$ cat config.mk
export PLATFORM = sky130hd
export DESIGN_NAME = cdb_arbiter
export DESIGN_NICKNAME = d
export VERILOG_FILES = /design/src/rtl/cdb_arbiter_pkg.sv /design/src/rtl/cdb_arbiter_rr.sv /design/src/rtl/cdb_arbiter.sv
export SDC_FILE = /design/constraint.sdc
export NUM_CORES = 1
export LEC_CHECK = 0
export CAP_MARGIN = 0
export CORE_AREA = 2 2 250 252
export DETAILED_ROUTE_END_ITERATION = 12
export DIE_AREA = 0 0 252 254
export GPL_ROUTABILITY_DRIVEN = 0
export SETUP_SLACK_MARGIN = 0.5
export SKIP_LAST_GASP = 1
export SYNTH_ARGS = -nofsm -noshare
export SYNTH_HDL_FRONTEND = slang
export SYNTH_SLANG_ARGS = --single-unit
$ cat constraint.sdc
create_clock -name clk_i -period 7.2 [get_ports clk_i]
set_input_delay 0.72 -clock clk_i [delete_from_list [all_inputs] [get_ports clk_i]]
set_output_delay 0.72 -clock clk_i [all_outputs]
set_load 0.005 [all_outputs]
$ cat src/rtl/cdb_arbiter_pkg.sv
// Shared types and sizing constants for the Common Data Bus arbiter and its consumers.
package cdb_arbiter_pkg;

    localparam int EU_N        = 8;
    localparam int XLEN        = 64;
    localparam int ROB_DEPTH   = 16;
    localparam int ROB_IDX_LEN = $clog2(ROB_DEPTH);
    localparam int EU_IDX_LEN  = $clog2(EU_N);

    typedef struct packed {
        logic [ROB_IDX_LEN-1:0] rob_idx;
        logic [XLEN-1:0]        value;
        logic                   except;
    } cdb_t;

endpackage

$ cat src/rtl/cdb_arbiter_rr.sv
// Generic round-robin arbiter: the highest-priority requester is the one at the pointer,
// and the pointer moves just past each winner. Also reused by the issue-queue issue arbiter.
module rr_arbiter #(
    parameter int N     = 8,
    parameter int IDX_W = (N > 1) ? $clog2(N) : 1
) (
    input  logic             clk,
    input  logic             rst_n,
    input  logic [N-1:0]     req,
    input  logic             en,
    output logic [N-1:0]     gnt,
    output logic [IDX_W-1:0] gnt_idx
);

    logic [IDX_W-1:0] ptr_r;
    logic [IDX_W-1:0] ptr_nxt_s;
    logic [IDX_W-1:0] win_idx_s;
    logic             found_s;
    logic [IDX_W:0]   cand_s;

    // Scan requesters starting at the pointer, wrapping modulo N, and keep the first hit.
    always_comb begin
        win_idx_s = '0;
        found_s   = 1'b0;
        cand_s    = '0;
        for (int k = 0; k < N; k++) begin
            cand_s = {1'b0, ptr_r} + (IDX_W+1)'(k);
            if (cand_s >= (IDX_W+1)'(N)) begin
                cand_s = cand_s - (IDX_W+1)'(N);
            end else begin
                cand_s = cand_s;
            end
            if (!found_s && req[cand_s[IDX_W-1:0]]) begin
                found_s   = 1'b1;
                win_idx_s = cand_s[IDX_W-1:0];
            end else begin
                found_s   = found_s;
            end
        end
    end

    // One-hot grant only when enabled, plus the pointer value that follows the winner.
    always_comb begin
        gnt       = '0;
        gnt_idx   = win_idx_s;
        ptr_nxt_s = ptr_r;
        if (en && found_s) begin
            gnt[win_idx_s] = 1'b1;
            if (win_idx_s == IDX_W'(N - 1)) begin
                ptr_nxt_s = '0;
            end else begin
                ptr_nxt_s = win_idx_s + IDX_W'(1);
            end
        end else begin
            ptr_nxt_s = ptr_r;
        end
    end

    // Priority pointer register; holds whenever nothing is granted.
    always_ff @(posedge clk) begin
        if (!rst_n) begin
            ptr_r <= '0;
        end else begin
            ptr_r <= ptr_nxt_s;
        end
    end

endmodule

$ cat src/rtl/cdb_arbiter.sv
// Common Data Bus arbiter: picks one finished EU result per cycle round-robin and
// registers it into a single-entry output stage drained by the ROB via valid/ready.
module cdb_arbiter
    import cdb_arbiter_pkg::*;
(
    input  logic                clk_i,
    input  logic                rst_n_i,
    input  logic                flush_i,
    input  logic [EU_N-1:0]     eu_valid_i,
    output logic [EU_N-1:0]     eu_ready_o,
    input  cdb_t [EU_N-1:0]     eu_data_i,
    output logic                cdb_valid_o,
    input  logic                cdb_ready_i,
    output cdb_t                cdb_data_o
);

    logic                  cdb_valid_r;
    cdb_t                  cdb_data_r;
    logic                  cdb_valid_nxt_s;
    cdb_t                  cdb_data_nxt_s;
    logic                  stage_free_s;
    logic                  grant_en_s;
    logic [EU_N-1:0]       gnt_s;
    logic [EU_IDX_LEN-1:0] gnt_idx_s;
    logic                  handshake_s;
    cdb_t                  win_data_s;

    // The stage can accept a new result if empty or being drained this very cycle.
    always_comb begin
        stage_free_s = !cdb_valid_r || cdb_ready_i;
        grant_en_s   = rst_n_i && !flush_i && stage_free_s;
    end

    rr_arbiter #(
        .N     (EU_N),
        .IDX_W (EU_IDX_LEN)
    ) u_rr (
        .clk     (clk_i),
        .rst_n   (rst_n_i),
        .req     (eu_valid_i),
        .en      (grant_en_s),
        .gnt     (gnt_s),
        .gnt_idx (gnt_idx_s)
    );

    // Result mux and output-stage next state; flush outranks any handshake.
    always_comb begin
        handshake_s     = |gnt_s;
        win_data_s      = eu_data_i[gnt_idx_s];
        cdb_valid_nxt_s = cdb_valid_r;
        cdb_data_nxt_s  = cdb_data_r;
        if (flush_i) begin
            cdb_valid_nxt_s = 1'b0;
        end else if (handshake_s) begin
            cdb_valid_nxt_s = 1'b1;
            cdb_data_nxt_s  = win_data_s;
        end else if (cdb_ready_i) begin
            cdb_valid_nxt_s = 1'b0;
        end else begin
            cdb_valid_nxt_s = cdb_valid_r;
        end
    end

    // Output stage register; data is kept on drain so the bus does not toggle needlessly.
    always_ff @(posedge clk_i) begin
        if (!rst_n_i) begin
            cdb_valid_r <= 1'b0;
            cdb_data_r  <= '0;
        end else begin
            cdb_valid_r <= cdb_valid_nxt_s;
            cdb_data_r  <= cdb_data_nxt_s;
        end
    end

    assign eu_ready_o  = gnt_s;
    assign cdb_valid_o = cdb_valid_r;
    assign cdb_data_o  = cdb_data_r;

endmodule

==> summary.txt <==
Status - finished, final reports clean
Tmin final - 6.13 ns
EDFF count, synth - 0
Final Max Slew Viols - 0
CTS tree - done
Crit share post-route - 0.851
Drt pass-1 iters - 5
CP Max Fanout - 40
VDD IR max - 0.428 mV
GRT Overall Usage - 0.134
Total Power - 5.69 mW
Worst Hold Launch - cdb_data_o[25]
Syn Nets - 1461
Worst Max-Slew Pin Slew - 1.16 ns
Synth cell types - 53
Clk Latency, worst-skew pair - 0.37 ns
Top cells by count, synth - mux2i_1, nand2_1, dfxtp_1
Clock-pin slew on the worst setup and hold paths - 0.07 ns
P_leak - 6.32 nW
Die width - 252 microns
CP Capture Type - output port
Final setup fails - 0
Crit start category - flip-flop
Worst Path Buf+Inv - 3
Final Hold Fails - 0
Dominant cell type by area after synthesis - mux2i_1
Max Clock Freq - 163 MHz
Critical path's largest stage delay - 0.65 ns
DRT iter0 DRCs - 547
Slew headroom - 0.226
Via/cell ratio - 4.40
Root buf cell - clkbuf_16
Final #Nets - 2034
Synth Flop Type - dfxtp_1
Hold Crit Class - reg2reg
Drt drc - 0
Post-CTS sizing - 0
Yosys top cell area share - 0.255
Io pins - 642
Top cells by area in the synthesized netlist - mux2i_1, dfxtp_1, o211ai_2, mux2_2, a221o_1
Crit-path leading delay family - buffers and inverters
Hold buffer count at cts - 0
CTS buffer count - 9
Post-route ant nets - 0
Cells along the critical path - inv_1 -> ha_2 -> mux4_2 -> a21oi_2 -> a32oi_4 -> o31a_1 -> o211ai_4 -> buf_4 -> nand2_4 -> nor3_1 -> clkdlybuf4s50_1
Required @ worst endpoint - 6.48 ns
Cell area power density - 360 nW/um^2
Clock sink count - 73
Depth of the worst register-to-register path - 12
Seq/Total Area, Yosys - 0.173
Netlist Area Pre-Place - 8450 sq um
Die Ht - 254 microns
Number of global-route vias before repair - 10306
Crit path launch - u_rr.ptr_r[0]
Port bufs - 641
Global-route wire length before repair - 64.4 mm
End of the critical path - eu_ready_o[7]
Initial Util - 0.138
Async S/R FF share, synth - 0
Post-CTS setup repair buffer count - 0
Number of max-cap violations - 0
Vias - 9957
Syn Inst Count - 894
Reg-to-Reg Start - u_rr.ptr_r[0]
Drt wl/cell - 20.4 microns
Hold path depth - 2
Routed wire length - 46.1 mm
Clock buffer depth - 2
Worst path slowest cell - dfxtp_1
Die area - 64000 sq um
Critical path arrival - 5.41 ns
Fill cell count - 6517
Worst R2R End - cdb_data_o[17]
Reg area - 1460 sq um
Crit path depth - 11
Largest net degree at the start of global routing - 137
Clk_skew - 0.0118 ns
Initial antenna violation count - 8
H-tree levels - 3
GRT overflow - 0
Core area - 61300 sq um
Count of state elements after synthesis - 73
DP Wirelength - 36.1 mm
Synth warn - 0
RSZ-0062 raised after global routing - false
Total Neg Setup Slack - 0 ns
Row count - 91
Footprint of the multi-input gates - 6480 sq um
CP Class - reg2out
Reg2Reg Setup Slack - 1.64 ns
Layout cells sized above 1 - 0.135
Avg Inst Size Synth - 9.45 sq um
Count leader, synth - mux2i_1
Area growth syn-to-layout - 87.1%
state kept, by name, indices dropped and copies added, names as in the netlist:
| register | cells |
|---|---|
| cdb_data_o | 69 |
| u_rr.ptr_r | 3 |
| cdb_valid_o | 1 |
cells in the final DEF (no fill, tap or decap), types with 4 or more instances in the layout:
| cell | n |
|---|---|
| nand3_1 | 4 |
| a22oi_1 | 69 |
| mux2i_1 | 215 |
| clkdlybuf4s50_1 | 641 |
| o211ai_2 | 67 |
| nor3_1 | 8 |
| inv_1 | 5 |
| dfxtp_1 | 73 |
| a221o_1 | 70 |
| nand2_1 | 144 |
| mux4_2 | 13 |
| diode_2 | 4 |
| mux2_2 | 72 |
| nor2_1 | 4 |
| clkbuf_16 | 9 |
| buf_4 | 12 |
| o21ai_0 | 4 |
report_power, final:
part           switching [mW]  internal (mW)  total (mW)
sequential             0.0933          0.533       0.626
clock                   0.217          0.248       0.465
combinational            2.46           2.14        4.60
total                    2.77           2.92        5.69
logic make-up after synthesis:
kind of cell,synth area share
xor+xnor,0.00504
simple gates,0.0880
fa+ha+maj,0.00444
flops,0.173
buf+inv,0.0656
compound gates,0.271
mux,0.393
how the worst min path moves through the flow:
| stage | to |
|---|---|
| floorplan | cdb_data_o[0] |
| global placement | cdb_data_o[47] |
| detailed placement | cdb_data_o[7] |
| CTS | cdb_data_o[9] |
| global route | cdb_data_o[62] |
| finish | cdb_data_o[25] |
metrics by stage:
step                std cells  hold WS [ns]  setup WS, ns  utilization  instance area (sq um)
floorplan                 894         0.461          3.11            -                   8450
global placement         2246         0.445          1.38        0.253                  15500
detailed placement       2246         0.448          1.29        0.253                  15500
CTS                      2260         0.469         0.866        0.258                  15800
global route             2262         0.473         0.611        0.258                  15800
finish                   2264         0.465          1.07        0.258                  15800
worst reg2reg max path: stages, from the launching register on:
cell	delay (ns)
dfxtp_1	0.65
inv_1	0.31
ha_2	0.59
mux4_2	0.62
a21oi_2	0.26
a32oi_4	0.18
o31a_1	0.42
o211ai_4	0.09
buf_4	0.51
and2_4	0.59
buf_4	0.66
a221o_1	0.41
o211ai_1	0.13
layer usage:
layer	up-vias	routed length [microns]	GRT usage
li1	4646	-	-
met5	-	49	0
met2	518	23000	0.237
met3	67	3750	0.0376
met4	8	1510	0.0593
met1	4718	17800	0.151
final cells by class:
cell class                      instances  area share
Timing Repair Buffer                  656       0.416
Multi-Input combinational cell        721       0.410
Sequential cell                        73      0.0925
Tap cell                              790      0.0626
Clock buffer                           11      0.0160
Inverter                                6     0.00150
Clock inverter                          3     0.00111
Antenna cell                            4    0.000634
No activity file was read; power rests on OpenSTA's default activity.
